<file path="config.mk">
export PLATFORM = sky130hd
export DESIGN_NAME = fixed_order_selector
export DESIGN_NICKNAME = d
export VERILOG_FILES = /design/src/rtl/fixed_order_selector.sv
export SDC_FILE = /design/constraint.sdc
export NUM_CORES = 1
export LEC_CHECK = 0
export BUFFER_PORTS_ARGS = -buffer_cell sky130_fd_sc_hd__buf_2
export CAP_MARGIN = 20
export CORE_MARGIN = 3
export CORE_UTILIZATION = 41
export CTS_BUF_LIST = sky130_fd_sc_hd__clkbuf_4 sky130_fd_sc_hd__clkbuf_8
export DETAILED_ROUTE_END_ITERATION = 12
export SYNTH_ARGS = -nofsm -noshare
export SYNTH_HDL_FRONTEND = slang
export SYNTH_SLANG_ARGS = --single-unit
</file>
<file path="constraint.sdc">
create_clock -name iClock -period 6.19 [get_ports iClock]
set_input_delay 0.3095 -clock iClock [delete_from_list [all_inputs] [get_ports iClock]]
set_output_delay 0.3095 -clock iClock [all_outputs]
set_load 0.1 [all_outputs]
</file>
<file path="src/rtl/fixed_order_selector.sv">
// Purpose : picks the fixed-predictor order (0..4) with the smallest sum of |residual| over one block.
// Latency : 6 clocks from the last accepted sample of a block to the oDone pulse.
// Backpres: none; a sample is taken on every edge with iEnable && iValid, and blocks stream back-to-back.
//
// Ports:
//   iClock, iReset             rising-edge clock, synchronous active-high reset
//   iEnable, iValid            sample accept qualifiers
//   iResidual0..iResidual4     signed residuals of fixed orders 0..4 for the same sample
//   oDone                      one-cycle pulse when oBestOrder/oBestSum refer to the block just finished
//   oBestOrder, oBestSum       winning order and its saturated sum (held until the next oDone)
module fixed_order_selector #(
    parameter int BLOCK_SIZE = 4096,
    parameter int ACC_WIDTH  = 32
) (
    input  logic                  iClock,
    input  logic                  iReset,
    input  logic                  iEnable,
    input  logic                  iValid,
    input  logic signed [15:0]    iResidual0,
    input  logic signed [15:0]    iResidual1,
    input  logic signed [15:0]    iResidual2,
    input  logic signed [15:0]    iResidual3,
    input  logic signed [15:0]    iResidual4,
    output logic                  oDone,
    output logic [2:0]            oBestOrder,
    output logic [ACC_WIDTH-1:0]  oBestSum
);

    localparam int                   CNT_W    = $clog2(BLOCK_SIZE);
    localparam logic [CNT_W-1:0]     CNT_LAST = CNT_W'(BLOCK_SIZE - 1);
    localparam logic [ACC_WIDTH-1:0] ACC_MAX  = '1;

    typedef enum logic [1:0] {IDLE, CMP, DONE} state_t;

    logic signed [15:0]   res      [5];
    logic [16:0]          abs_q    [5];
    logic                 s1_vld;
    logic [ACC_WIDTH-1:0] acc      [5];
    logic [ACC_WIDTH-1:0] acc_next [5];
    logic [ACC_WIDTH-1:0] snap     [5];
    logic [CNT_W-1:0]     cnt;
    logic                 block_end;

    state_t               state;
    logic [2:0]           j;
    logic [2:0]           best_order;
    logic [ACC_WIDTH-1:0] best_sum;

    assign res[0] = iResidual0;
    assign res[1] = iResidual1;
    assign res[2] = iResidual2;
    assign res[3] = iResidual3;
    assign res[4] = iResidual4;

    // 17 bits so that |-32768| = 32768 is representable.
    function automatic logic [16:0] abs17(input logic signed [15:0] r);
        logic [16:0] e;
        e = {r[15], r};
        return r[15] ? (~e + 17'd1) : e;
    endfunction

    function automatic logic [ACC_WIDTH-1:0] sat_add(input logic [ACC_WIDTH-1:0] a,
                                                     input logic [16:0]          b);
        logic [ACC_WIDTH:0] s;
        s = {1'b0, a} + (ACC_WIDTH+1)'(b);
        return s[ACC_WIDTH] ? ACC_MAX : s[ACC_WIDTH-1:0];
    endfunction

    always_comb begin
        for (int k = 0; k < 5; k++) begin
            acc_next[k] = sat_add(acc[k], abs_q[k]);
        end
    end

    assign block_end = s1_vld && (cnt == CNT_LAST);

    // Stage 1: register absolute values of the accepted sample.
    always_ff @(posedge iClock) begin
        if (iReset) begin
            s1_vld <= 1'b0;
            for (int k = 0; k < 5; k++) abs_q[k] <= '0;
        end else begin
            s1_vld <= iEnable && iValid;
            if (iEnable && iValid) begin
                for (int k = 0; k < 5; k++) abs_q[k] <= abs17(res[k]);
            end
        end
    end

    // Stage 2: accumulate; on the last sample of a block, move the final sums
    // into snap and zero the accumulators so the next block starts clean.
    always_ff @(posedge iClock) begin
        if (iReset) begin
            cnt <= '0;
            for (int k = 0; k < 5; k++) begin
                acc[k]  <= '0;
                snap[k] <= '0;
            end
        end else if (s1_vld) begin
            if (block_end) begin
                cnt <= '0;
                for (int k = 0; k < 5; k++) begin
                    snap[k] <= acc_next[k];
                    acc[k]  <= '0;
                end
            end else begin
                cnt <= cnt + 1'b1;
                for (int k = 0; k < 5; k++) acc[k] <= acc_next[k];
            end
        end
    end

    // Compare FSM: seeded with order 0 at block end, then one order per clock.
    // Strict less-than keeps the lower order on ties.
    always_ff @(posedge iClock) begin
        if (iReset) begin
            state      <= IDLE;
            j          <= 3'd0;
            best_order <= 3'd0;
            best_sum   <= '0;
            oDone      <= 1'b0;
            oBestOrder <= 3'd0;
            oBestSum   <= '0;
        end else begin
            oDone <= 1'b0;
            case (state)
                IDLE: begin
                    if (block_end) begin
                        state      <= CMP;
                        j          <= 3'd1;
                        best_order <= 3'd0;
                        best_sum   <= acc_next[0];
                    end
                end
                CMP: begin
                    if (snap[j] < best_sum) begin
                        best_order <= j;
                        best_sum   <= snap[j];
                    end
                    if (j == 3'd4) state <= DONE;
                    j <= j + 3'd1;
                end
                DONE: begin
                    oDone      <= 1'b1;
                    oBestOrder <= best_order;
                    oBestSum   <= best_sum;
                    state      <= IDLE;
                end
                default: state <= IDLE;
            endcase
        end
    end

endmodule

</file>
==> impl_table.tex <==
\begin{tabular}{lr}
\hline
Metric & Value \\
\hline
\multicolumn{2}{l}{\textbf{Global routing}} \\
\quad Largest net degree at the start of global routing & 158 \\
\quad Wire length of the first global-routing pass & 112000 microns \\
\quad Total global-route track usage & 20.4\% \\
\quad Global-route congestion overflow total & 0 \\
\quad Antenna violations before repair & 1 \\
\quad Number of global-route vias before repair & 19700 \\
\multicolumn{2}{l}{\textbf{Finish}} \\
\quad Register area & 14000 sq um \\
\quad Non-Filler Cell Area, Final & 30800 sq um \\
\quad Net count of the finished layout & 2967 \\
\quad Area of combinational cells with multiple inputs & 12300 sq um \\
\quad Relative area change from synthesis to final layout & 14.2\% \\
\quad Count of placed standard cells in the final layout, fillers left out & 3676 \\
\quad Layout filler cell count & 6011 \\
\quad Most common library cell in the layout ignoring fill and taps & sky130\_fd\_sc\_hd\_\_nor2\_1 \\
\quad Share of final-layout standard cells stronger than drive strength 1 & 13.4\% \\
\quad Commonest cells after routing, fill and taps aside & sky130\_fd\_sc\_hd\_\_nor2\_1 (473), sky130\_fd\_sc\_hd\_\_edfxtp\_1 (405), sky130\_fd\_sc\_hd\_\_nand2\_1 (214) \\
\multicolumn{2}{l}{\textbf{STA}} \\
\quad Post-Route Setup TNS & 0 ns \\
\quad Number of hold violations in the final report & 0 \\
\quad Worst clock skew & 0.0275 ns \\
\quad RSZ-0062 raised after global routing & no \\
\quad Final count of pins violating max slew & 0 \\
\quad Time the worst path needs with I/O delays and setup & 4.48 ns \\
\quad Max Clock Freq & 223 MHz \\
\quad Number of setup violations in the final report & 0 \\
\quad Crit share post-route & 72.4\% \\
\quad Actual slew at the worst max-slew pin & 1.06 ns \\
\quad Remaining max-slew budget at the tightest pin & 28.8\% \\
\multicolumn{2}{l}{\textbf{Clocking}} \\
\quad Total number of clock tree sinks & 497 \\
\quad Total CTS buffers & 85 \\
\quad Clock-pin slew reported for the worst setup and hold paths after clock tree synthesis & 0.07 ns \\
\quad CTS max path bufs & 3 \\
\quad Cell at the root of the clock tree & sky130\_fd\_sc\_hd\_\_clkbuf\_8 \\
\quad CTS H-tree lvls & 3 \\
\quad Clock latency on the worst-skew pair & 0.68 ns \\
\quad CTS tree & yes \\
\multicolumn{2}{l}{\textbf{Setup path}} \\
\quad Startpoint type of the worst setup path & flop \\
\quad Count of cells along the worst register-to-register path & 13 \\
\quad Kind of end point of the critical path & flop \\
\quad Crit path DAT & 5.09 ns \\
\quad Minimum setup slack among reg-to-reg paths & 1.71 ns \\
\quad Reg2Reg Capture Point & best\_sum[6]\$\_SDFFE\_PP0P\_ \\
\quad Worst Path Max Fanout & 22 \\
\quad Kind of critical path & reg2reg \\
\quad CP Data Required Time & 6.79 ns \\
\multicolumn{2}{l}{\textbf{Power and ir drop}} \\
\quad Cell-internal power & 0.00584 W \\
\quad Net switching power figure & 0.00213 W \\
\quad Tot Pwr & 0.00797 W \\
\quad Clk network pwr share & 38.5\% \\
\quad Seq pwr share & 48.2\% \\
\quad IR drop worst, VDD & 0.168 mV \\
\quad Leakage Power & 11.9 nW \\
\quad Switch share & 26.7\% \\
\quad Share of total power in combinational logic & 13.3\% \\
\quad Pwr per Cell Area & 258 nW/um\^{}2 \\
\multicolumn{2}{l}{\textbf{Route}} \\
\quad DRC marker count from the first detailed-route iteration & 1537 \\
\quad Final routed wirelength across all metal layers & 71700 microns \\
\quad Drt first pass iters & 5 \\
\quad DRC violation count after routing & 0 \\
\quad Wire length per cell & 19.5 microns \\
\quad Antenna-violating nets left & 0 \\
\quad Routed via count divided by cell count & 5.49 \\
\quad Via Count & 20200 \\
\multicolumn{2}{l}{\textbf{Floorplan}} \\
\quad Width of the die & 263 microns \\
\quad Die height & 263 microns \\
\quad Initial Util & 41.7\% \\
\quad I/O Pins & 120 \\
\quad Floorplan row count & 93 \\
\quad Full die area & 69000 sq um \\
\quad Area inside the core boundary & 64800 sq um \\
\multicolumn{2}{l}{\textbf{Logic synthesis}} \\
\quad Number of flops mapped to enable cells by yosys & 405 \\
\quad Fraction of synthesized cell area taken by the top area cell type & 45.0\% \\
\quad Total standard cell area after synthesis & 27000 sq um \\
\quad FFs w/ async S/R, synth & 0\% \\
\quad Average footprint of a synthesized cell & 10.5 sq um \\
\quad Cell taking the most area after synthesis & sky130\_fd\_sc\_hd\_\_edfxtp\_1 \\
\quad Number of distinct library cells after synthesis & 85 \\
\quad Top cells by area, synth & sky130\_fd\_sc\_hd\_\_edfxtp\_1 (45\%), sky130\_fd\_sc\_hd\_\_dfxtp\_1 (6.8\%), sky130\_fd\_sc\_hd\_\_nor2\_1 (6.6\%) \\
\quad Flip-flop and latch count after synthesis & 497 \\
\quad Gate count after technology mapping & 2571 \\
\quad Sequential share of the synthesized area & 51.9\% \\
\quad Count of synthesis-stage warnings from yosys & 0 \\
\quad Leading register cell type out of synthesis & sky130\_fd\_sc\_hd\_\_edfxtp\_1 \\
\multicolumn{2}{l}{\textbf{Place}} \\
\quad Sum of net half-perimeters after detailed placement & 51100 microns \\
\quad Post-detailed-placement cell area & 28400 sq um \\
\quad DP Cell Count & 3454 \\
\quad Gpl congestion & 0.978 \\
\quad Number of port buffers & 119 \\
\multicolumn{2}{l}{\textbf{Worst hold path}} \\
\quad Number of stages on the worst hold path & 3 \\
\quad Start point of the worst min-delay path & iResidual2[10] \\
\quad Class of the tightest hold or removal check & in2reg \\
\quad Destination of the worst hold path & abs\_q[0][44]\$\_SDFFCE\_PN0P\_ \\
\multicolumn{2}{l}{\textbf{Status}} \\
\quad Status & completed \\
\multicolumn{2}{l}{\textbf{Job}} \\
\quad Maxcap violations & 0 \\
\hline
\end{tabular}
-- registers in the layout, indices dropped and copies added (netlist names), named ones only --
name	cells
acc	160
oBestOrder	3
best_sum	32
s1_vld	1
snap	160
j	3
state	2
oDone	1
oBestSum	32
best_order	3
cnt	12
abs_q	85
-- worst max-delay path, stage by stage, from the launching register on --
cell	delay [ns]
sky130_fd_sc_hd__dfxtp_2	0.68
sky130_fd_sc_hd__buf_4	0.42
sky130_fd_sc_hd__mux4_2	0.54
sky130_fd_sc_hd__mux2_2	0.29
sky130_fd_sc_hd__ha_1	0.33
sky130_fd_sc_hd__nand4_1	0.16
sky130_fd_sc_hd__nor4_1	0.41
sky130_fd_sc_hd__a22oi_1	0.16
sky130_fd_sc_hd__o211ai_1	0.13
sky130_fd_sc_hd__o32ai_2	0.11
sky130_fd_sc_hd__buf_4	0.23
sky130_fd_sc_hd__nor2_1	0.45
sky130_fd_sc_hd__buf_4	0.31
sky130_fd_sc_hd__a22o_1	0.16
-- worst max-delay path by stage --
stage	start	end	slack, ns
6_report	flop	best_sum[6]$_SDFFE_PP0P_	1.71
5_1_grt	flop	best_sum[21]$_SDFFE_PP0P_	1.42
4_1_cts	flop	best_sum[6]$_SDFFE_PP0P_	1.66
3_5_place_dp	flop	best_sum[21]$_SDFFE_PP0P_	1.70
3_3_place_gp	flop	best_sum[1]$_SDFFE_PP0P_	1.85
2_1_floorplan	cnt[0]$_SDFFE_PP0P_	snap[0][0]$_SDFFCE_PN0P_	0.07
-- synth_stat cells (42+ instances only) --
cell	number
sky130_fd_sc_hd__xnor2_1	74
sky130_fd_sc_hd__nor3_1	42
sky130_fd_sc_hd__inv_1	69
sky130_fd_sc_hd__edfxtp_1	405
sky130_fd_sc_hd__a21o_1	43
sky130_fd_sc_hd__ha_1	124
sky130_fd_sc_hd__dfxtp_1	92
sky130_fd_sc_hd__nand3_1	52
sky130_fd_sc_hd__nor2_1	475
sky130_fd_sc_hd__clkbuf_1	76
sky130_fd_sc_hd__xor2_1	96
sky130_fd_sc_hd__a21oi_1	191
sky130_fd_sc_hd__nand2_1	214
sky130_fd_sc_hd__o21ai_0	76
-- power groups by stage --
stage / combinational (W) / clock (W) / sequential [W]
3_5_place_dp: 0.00102 / 0 / 0.00391
6_report: 0.00106 / 0.00306 / 0.00384
5_1_grt: 0.00118 / 0.00328 / 0.00386
2_1_floorplan: 0.000727 / 0 / 0.00388
3_3_place_gp: 0.00100 / 0 / 0.00391
4_1_cts: 0.00106 / 0.00313 / 0.00385
-- layout make-up --
| cell class | count | share of cell area, % |
|---|---|---|
| Tap cell | 855 | 3.47 |
| Antenna cell | 1 | 0.00812 |
| Timing Repair Buffer | 207 | 4.83 |
| Inverter | 70 | 0.852 |
| Multi-Input combinational cell | 1893 | 39.8 |
| Sequential cell | 497 | 45.4 |
| Clock inverter | 43 | 1.08 |
| Clock buffer | 110 | 4.52 |
-- through the flow --
stage / util, % / hold slack (ns) / setup WS [ns]
final: 47.6 / 0.0534 / 1.71
after global routing: 47.6 / 0.0225 / 1.42
after global placement: 43.8 / 0.442 / 1.85
after floorplan: - / 0.431 / 0.0674
after CTS: 47.5 / 0.00322 / 1.66
after detailed placement: 43.8 / 0.449 / 1.70
-- metal layers --
layer | vias to the layer above | part of all wire [%] | GRT usage [%]
met3 | 126 | 5.4 | 3.83
met4 | 0 | 3.4 | 7.40
met1 | 9790 | 46 | 28.2
met5 | - | 0 | 0
met2 | 548 | 45 | 32.1
li1 | 9735 | - | -
-- what timing repair did --
action / in CTS / in global routing
buffers inserted: 0 / 0
hold buffers: 67 / 0
endpoints found under the hold margin: 72 / 0
resized for setup: 0 / 0
endpoints found under the setup margin: 0 / 0
-- logic make-up (layout without fill, tap and decap cells) --
kind of cell,count (synthesis),in the layout,share of synthesized area [%]
buffers and inverters,185,430,2.85
flip-flops,497,497,51.9
XOR/XNOR,170,170,5.51
other,1,6,0.0139
AO/OA/AOI/OAI,521,521,12.4
AND/OR/NAND/NOR,968,968,15.9
multiplexers,100,100,5.36
adder cells (fa/ha/maj),129,129,6.12
(Power assumes the default switching activity.)
